$ cat config.mk
export PLATFORM = sky130hd
export DESIGN_NAME = prog_loader
export DESIGN_NICKNAME = d
export VERILOG_FILES = /design/src/rtl/prog_loader.sv
export SDC_FILE = /design/constraint.sdc
export NUM_CORES = 1
export LEC_CHECK = 0
export ABC_CLOCK_PERIOD_IN_PS = 3400
export CORE_ASPECT_RATIO = 0.5
export CORE_MARGIN = 8
export CORE_UTILIZATION = 55
export CTS_CLUSTER_DIAMETER = 40
export DETAILED_ROUTE_END_ITERATION = 8
export GPL_ROUTABILITY_DRIVEN = 0
export PLACE_DENSITY = 0.8
export SLEW_MARGIN = 40
export SYNTH_ARGS = -nofsm -noshare
export SYNTH_HDL_FRONTEND = slang
export SYNTH_SLANG_ARGS = --single-unit
$ cat constraint.sdc
create_clock -name clk -period 3.4 [get_ports clk]
set_input_delay 0.34 -clock clk [delete_from_list [all_inputs] [get_ports clk]]
set_output_delay 0.34 -clock clk [all_outputs]
set_load 0.01 [all_outputs]
$ cat src/rtl/prog_loader.sv
// UART boot loader: receives a length-prefixed big-endian word image and writes it into
// instruction memory, holding the core in reset until done. Optional: PROG_LOADER_CHECKSUM_EN.
module prog_loader #(
  parameter int CLKS_PER_BIT = 434,
  parameter int ADDR_W       = 8
) (
  input  logic        clk,
  input  logic        rst,
  input  logic        rxd,
  output logic        imem_we,
  output logic [31:0] imem_addr,
  output logic [31:0] imem_wd,
  output logic        cpu_rst,
  output logic        busy,
  output logic        done,
  output logic        err
);
  localparam int CW = $clog2(CLKS_PER_BIT);
  localparam logic [CW-1:0] FULL_M1 = CW'(CLKS_PER_BIT - 1);
  localparam logic [CW-1:0] HALF_M1 = CW'(CLKS_PER_BIT / 2 - 1);

  typedef enum logic [1:0] {R_IDLE, R_START, R_DATA, R_STOP} rx_st_t;
  typedef enum logic [2:0] {
    L_IDLE, L_LEN_LO, L_DATA, L_WRITE, L_DONE, L_ERR
`ifdef PROG_LOADER_CHECKSUM_EN
    , L_CHK
`endif
  } ld_st_t;

  // ---------------- UART receiver ----------------
  logic [2:0]    sync_q;     // [1] is the synchronized line, [2] its previous value
  rx_st_t        rx_st_q, rx_st_d;
  logic [CW-1:0] tmr_q, tmr_d;
  logic [2:0]    bit_q, bit_d;
  logic [7:0]    sh_q, sh_d;
  logic          byte_valid, frame_err;

  always_ff @(posedge clk or negedge rst) begin
    if (!rst) begin
      sync_q  <= 3'b111;
      rx_st_q <= R_IDLE;
      tmr_q   <= '0;
      bit_q   <= '0;
      sh_q    <= '0;
    end else begin
      sync_q  <= {sync_q[1:0], rxd};
      rx_st_q <= rx_st_d;
      tmr_q   <= tmr_d;
      bit_q   <= bit_d;
      sh_q    <= sh_d;
    end
  end

  always_comb begin
    rx_st_d    = rx_st_q;
    tmr_d      = tmr_q + 1'b1;
    bit_d      = bit_q;
    sh_d       = sh_q;
    byte_valid = 1'b0;
    frame_err  = 1'b0;
    case (rx_st_q)
      R_IDLE: begin
        tmr_d = '0;
        if (sync_q[2] && !sync_q[1]) rx_st_d = R_START;
      end
      R_START:
        if (tmr_q == HALF_M1) begin
          tmr_d   = '0;
          bit_d   = '0;
          rx_st_d = sync_q[1] ? R_IDLE : R_DATA;  // high at mid-start: glitch
        end
      R_DATA:
        if (tmr_q == FULL_M1) begin
          tmr_d = '0;
          sh_d  = {sync_q[1], sh_q[7:1]};
          bit_d = bit_q + 1'b1;
          if (bit_q == 3'd7) rx_st_d = R_STOP;
        end
      R_STOP:
        if (tmr_q == FULL_M1) begin
          rx_st_d    = R_IDLE;
          byte_valid = sync_q[1];
          frame_err  = !sync_q[1];
        end
      default: rx_st_d = R_IDLE;
    endcase
  end

  // ---------------- Loader FSM ----------------
  ld_st_t          st_q, st_d;
  logic [15:0]     len_q, len_d;
  logic [ADDR_W:0] idx_q, idx_d;
  logic [1:0]      bc_q, bc_d;
  logic [23:0]     wsh_q, wsh_d;
  logic [31:0]     wd_q, wd_d, addr_q, addr_d;
  logic [15:0]     n_rx, idx_nx;
  ld_st_t          fin_st;
`ifdef PROG_LOADER_CHECKSUM_EN
  logic [7:0]      cs_q, cs_d;
  assign fin_st = L_CHK;
`else
  assign fin_st = L_DONE;
`endif

  assign n_rx   = {len_q[15:8], sh_q};
  assign idx_nx = 16'(idx_q) + 16'd1;

  always_ff @(posedge clk or negedge rst) begin
    if (!rst) begin
      st_q   <= L_IDLE;
      len_q  <= '0;
      idx_q  <= '0;
      bc_q   <= '0;
      wsh_q  <= '0;
      wd_q   <= '0;
      addr_q <= '0;
`ifdef PROG_LOADER_CHECKSUM_EN
      cs_q   <= '0;
`endif
    end else begin
      st_q   <= st_d;
      len_q  <= len_d;
      idx_q  <= idx_d;
      bc_q   <= bc_d;
      wsh_q  <= wsh_d;
      wd_q   <= wd_d;
      addr_q <= addr_d;
`ifdef PROG_LOADER_CHECKSUM_EN
      cs_q   <= cs_d;
`endif
    end
  end

  always_comb begin
    st_d   = st_q;
    len_d  = len_q;
    idx_d  = idx_q;
    bc_d   = bc_q;
    wsh_d  = wsh_q;
    wd_d   = wd_q;
    addr_d = addr_q;
`ifdef PROG_LOADER_CHECKSUM_EN
    cs_d   = cs_q;
`endif
    case (st_q)
      L_IDLE:
        if (byte_valid) begin
          len_d[15:8] = sh_q;
          st_d        = L_LEN_LO;
        end
      L_LEN_LO:
        if (byte_valid) begin
          len_d = n_rx;
          if (n_rx == 16'd0)                         st_d = fin_st;
          else if ({1'b0, n_rx} > (17'd1 << ADDR_W)) st_d = L_ERR;
          else                                       st_d = L_DATA;
        end
      L_DATA:
        if (byte_valid) begin
          wsh_d = {wsh_q[15:0], sh_q};
          bc_d  = bc_q + 1'b1;
`ifdef PROG_LOADER_CHECKSUM_EN
          cs_d  = cs_q ^ sh_q;
`endif
          if (bc_q == 2'd3) begin
            wd_d   = {wsh_q, sh_q};
            addr_d = {{(30-ADDR_W){1'b0}}, idx_q[ADDR_W-1:0], 2'b00};
            st_d   = L_WRITE;
          end
        end
      L_WRITE: begin
        idx_d = idx_q + 1'b1;
        st_d  = (idx_nx == len_q) ? fin_st : L_DATA;
      end
`ifdef PROG_LOADER_CHECKSUM_EN
      L_CHK:
        if (byte_valid) st_d = (sh_q == cs_q) ? L_DONE : L_ERR;
`endif
      default: st_d = st_q;
    endcase
    // Framing errors abort any byte-receiving state; terminal states ignore the line.
    if (frame_err && st_q != L_WRITE && st_q != L_DONE && st_q != L_ERR) st_d = L_ERR;
  end

  assign imem_we   = (st_q == L_WRITE);
  assign imem_addr = addr_q;
  assign imem_wd   = wd_q;
  assign done      = (st_q == L_DONE);
  assign err       = (st_q == L_ERR);
  assign cpu_rst   = done;
  assign busy      = !(st_q == L_IDLE || done || err);
endmodule

==> results_dict.tcl <==
set metrics [dict create \
    status "complete, no violations" \
    setup_viol 0 \
    clk_pin_slew_ns 0.05 \
    die_w_um 156.5 \
    cp_slowest_stage_delay_ns 0.59 \
    worst-path-stages 4 \
    netlist_area_mm2 0.005430 \
    power.internal_mw 2.670 \
    reg2regPathDepth 7 \
    finClkSkew_ns 0.009533 \
    fp.coreArea_mm2 0.009509 \
    end_kind "output port" \
    io_pins 72 \
    critPathTopFamily "buffers and inverters" \
    leakagePower_nw 3.259 \
    htree_levels 4 \
    p_comb_share_pct 4.2 \
    critPathBufInv 2 \
    fin_area_mm2 0.006491 \
    wl_per_cell_um 16.09 \
    vias 3534 \
    worstPathRequired_ns 3.06 \
    synth_area_leaders "dfrtp_1 (53%), mux2_2 (13%), nand2_1 (6.2%)" \
    p_switching_uw 764.8 \
    cts.sinks 119 \
    crit_arrival_ns 2.43 \
    firstDrtPassIters 4 \
    fmax_mhz 361.2 \
    layout_common_cells "dfrtp_1 (116), nand2_1 (90), mux2_2 (63), clkdlybuf4s50_1 (46), nor2_1 (25)" \
    grt_pass1_vias 3592 \
    initial_core_util_pct 57.11 \
    max_cap_viol_count 0 \
    worst_pin_slew_ns 0.7742 \
    routed_wl_mm 10.76 \
    drive_above_1_share_pct 20.97 \
    nets 531 \
    overflow 0 \
    rows 25 \
    fill_cells 675 \
    slew_headroom_pct 48.26 \
    num_antenna_cells 0 \
    whs_ns 0.3377 \
    cts_tree "yes" \
    synth-seq-cells 119 \
    p_per_area_mw_per_mm2 529.1 \
    p_total_mw 3.435 \
    fin_tns_setup_ns 0 \
    power_frac_clock_pct 52.4 \
    ys.flop_type "dfrtp_1" \
    synth_cells 474 \
    drt-initial-drc-count 272 \
    ir_drop_uv 366.2 \
    drv_slew 0 \
    synth_cell_types 53 \
    hold_viol 0 \
    ant_nets 0 \
    grt_usage_pct 16.95 \
    dp_hpwl_mm 6.939 \
    grt_pass1_wl_mm 18.00 \
    antenna_found_initial 0 \
    grt_max_degree 100 \
    cp_max_fo 9 \
    die_h_um 86.26 \
    avgSynthCellArea_um2 11.46 \
    start_kind "flip-flop" \
    yosysWarningCount 0 \
    yosysTopAreaCellShare_pct 53.46 \
    hold_depth 1 \
    synth_edf_count 0 \
    vias_per_cell 5.283 \
    synth_largest_area_cell "dfrtp_1" \
    cp_cell_sequence "nand2b_1 > or2_2 > inv_1 > clkdlybuf4s50_1" \
    io_buffers 47 \
    root_buffer "clkbuf_16" \
    critical_path_class "reg -> out" \
    layout_commonest_cell "dfrtp_1" \
    dpl_cell_area_mm2 0.005883 \
    min_path_type "in -> reg" \
    cpMaxStageDelayCell "clkdlybuf4s50_1" \
    switching_share_pct 22.27 \
    pwr-share-seq_pct 43.4 \
    layout_min_cycle_time_ns 2.769 \
    rsz0062_at_grt "no" \
    cts_buffers 17 \
    finalCritPeriodShare_pct 81.43 \
    yosysSeqAreaShare_pct 54.91 \
    detail_route.drc_violations 0 \
    clock_latency_ns 0.41 \
    clock_path_buffers 2 \
    dp_cells 636 \
    areaGrowthSynthToFinish_pct 19.54 \
    async_flop_share_pct 100.0 \
    final_cell_count_no_fill 669 \
    die_area_mm2 0.01350 \
]
==> registers in the layout (all words and copies together) (netlist names), named ones only <==
signal,flops
imem_wd,32
wsh_q,24
len_q,16
idx_q,9
tmr_q,9
imem_addr,8
sh_q,8
bit_q,3
st_q,3
sync_q,3
bc_q,2
rx_st_q,1
==> cell families after synthesis <==
family / share of synthesized area [%]
fa+ha+maj: 1.613
other cells: 0.06906
mux: 13.69
xor+xnor: 4.032
compound gates: 4.217
flops: 54.91
buf+inv: 6.290
simple gates: 15.18
==> Yosys cell counts (all sizes together), types with 5 or more instances <==
library cell / instances
and3: 5
buf: 36
clkbuf: 10
dfrtp: 116
ha: 7
inv: 8
mux2: 66
nand2: 91
nand3: 12
nand4: 5
nor2: 26
nor3: 8
nor4: 5
xnor2: 13
xor2: 12
==> power by group through the flow <==
stage               combinational (mW)  sequential (mW)  clock [mW]
floorplan                        0.125             1.50           0
global route                     0.168             1.50        1.89
CTS                              0.149             1.49        1.83
global placement                 0.146             1.51           0
finish                           0.146             1.49        1.80
detailed placement               0.148             1.51           0
==> per-layer routing <==
layer / global-route usage (%) / up-vias / wire [um]
met4: 7.619 / 0 / 130
met3: 5.658 / 15 / 665
met1: 21.60 / 1759 / 5038
li1: - / 1667 / -
met2: 25.90 / 93 / 4927
met5: 0 / - / 0
==> final cells by class <==
type / count / area [um^2] / share of cell area [%]
tap: 135 / 168.9 / 2.602
clock inverter: 12 / 151.4 / 2.332
multi-input combinational: 324 / 2200 / 33.89
inverter: 8 / 30.03 / 0.4626
sequential: 119 / 2982 / 45.93
clock buffer: 20 / 446.7 / 6.881
timing repair buffer: 51 / 513.0 / 7.903
==> worst register-to-register path, delay by kind of cell, from the launching register on <==
family | cells | cell delay (ns)
flops | 1 | 0.48
fa+ha+maj | 1 | 0.34
simple gates | 3 | 1.05
compound gates | 3 | 0.54
==> final timing paths <==
check / startpoint / to / slack, ns
setup / recovery: st_q[2] / imem_we / 0.63
hold / removal: rxd / sync_q[0] / 0.34
setup reg to reg: idx_q[0] / st_q[1] / 0.86
hold reg to reg: sync_q[0] / sync_q[1] / 0.36
max in group asynchronous: rst / imem_wd[29] / 2.26
min in group asynchronous: rst / tmr_q[3] / 0.36
==> stage by stage <==
stage                     setup slack [ns]  util [%]
after global routing                0.5257     68.26
after CTS                           0.6209     68.26
after global placement              0.8787     61.80
final                               0.6313     68.26
after detailed placement            0.8853     61.87
after floorplan                      1.165         -
==> timing repair <==
item | 4_1_cts | 5_1_grt
buffers inserted | 0 | 0
hold endpoints to repair | 17 | 0
hold buffers | 1 | 0
resized for setup | 0 | 0
No activity file was read; power rests on OpenSTA's default activity.
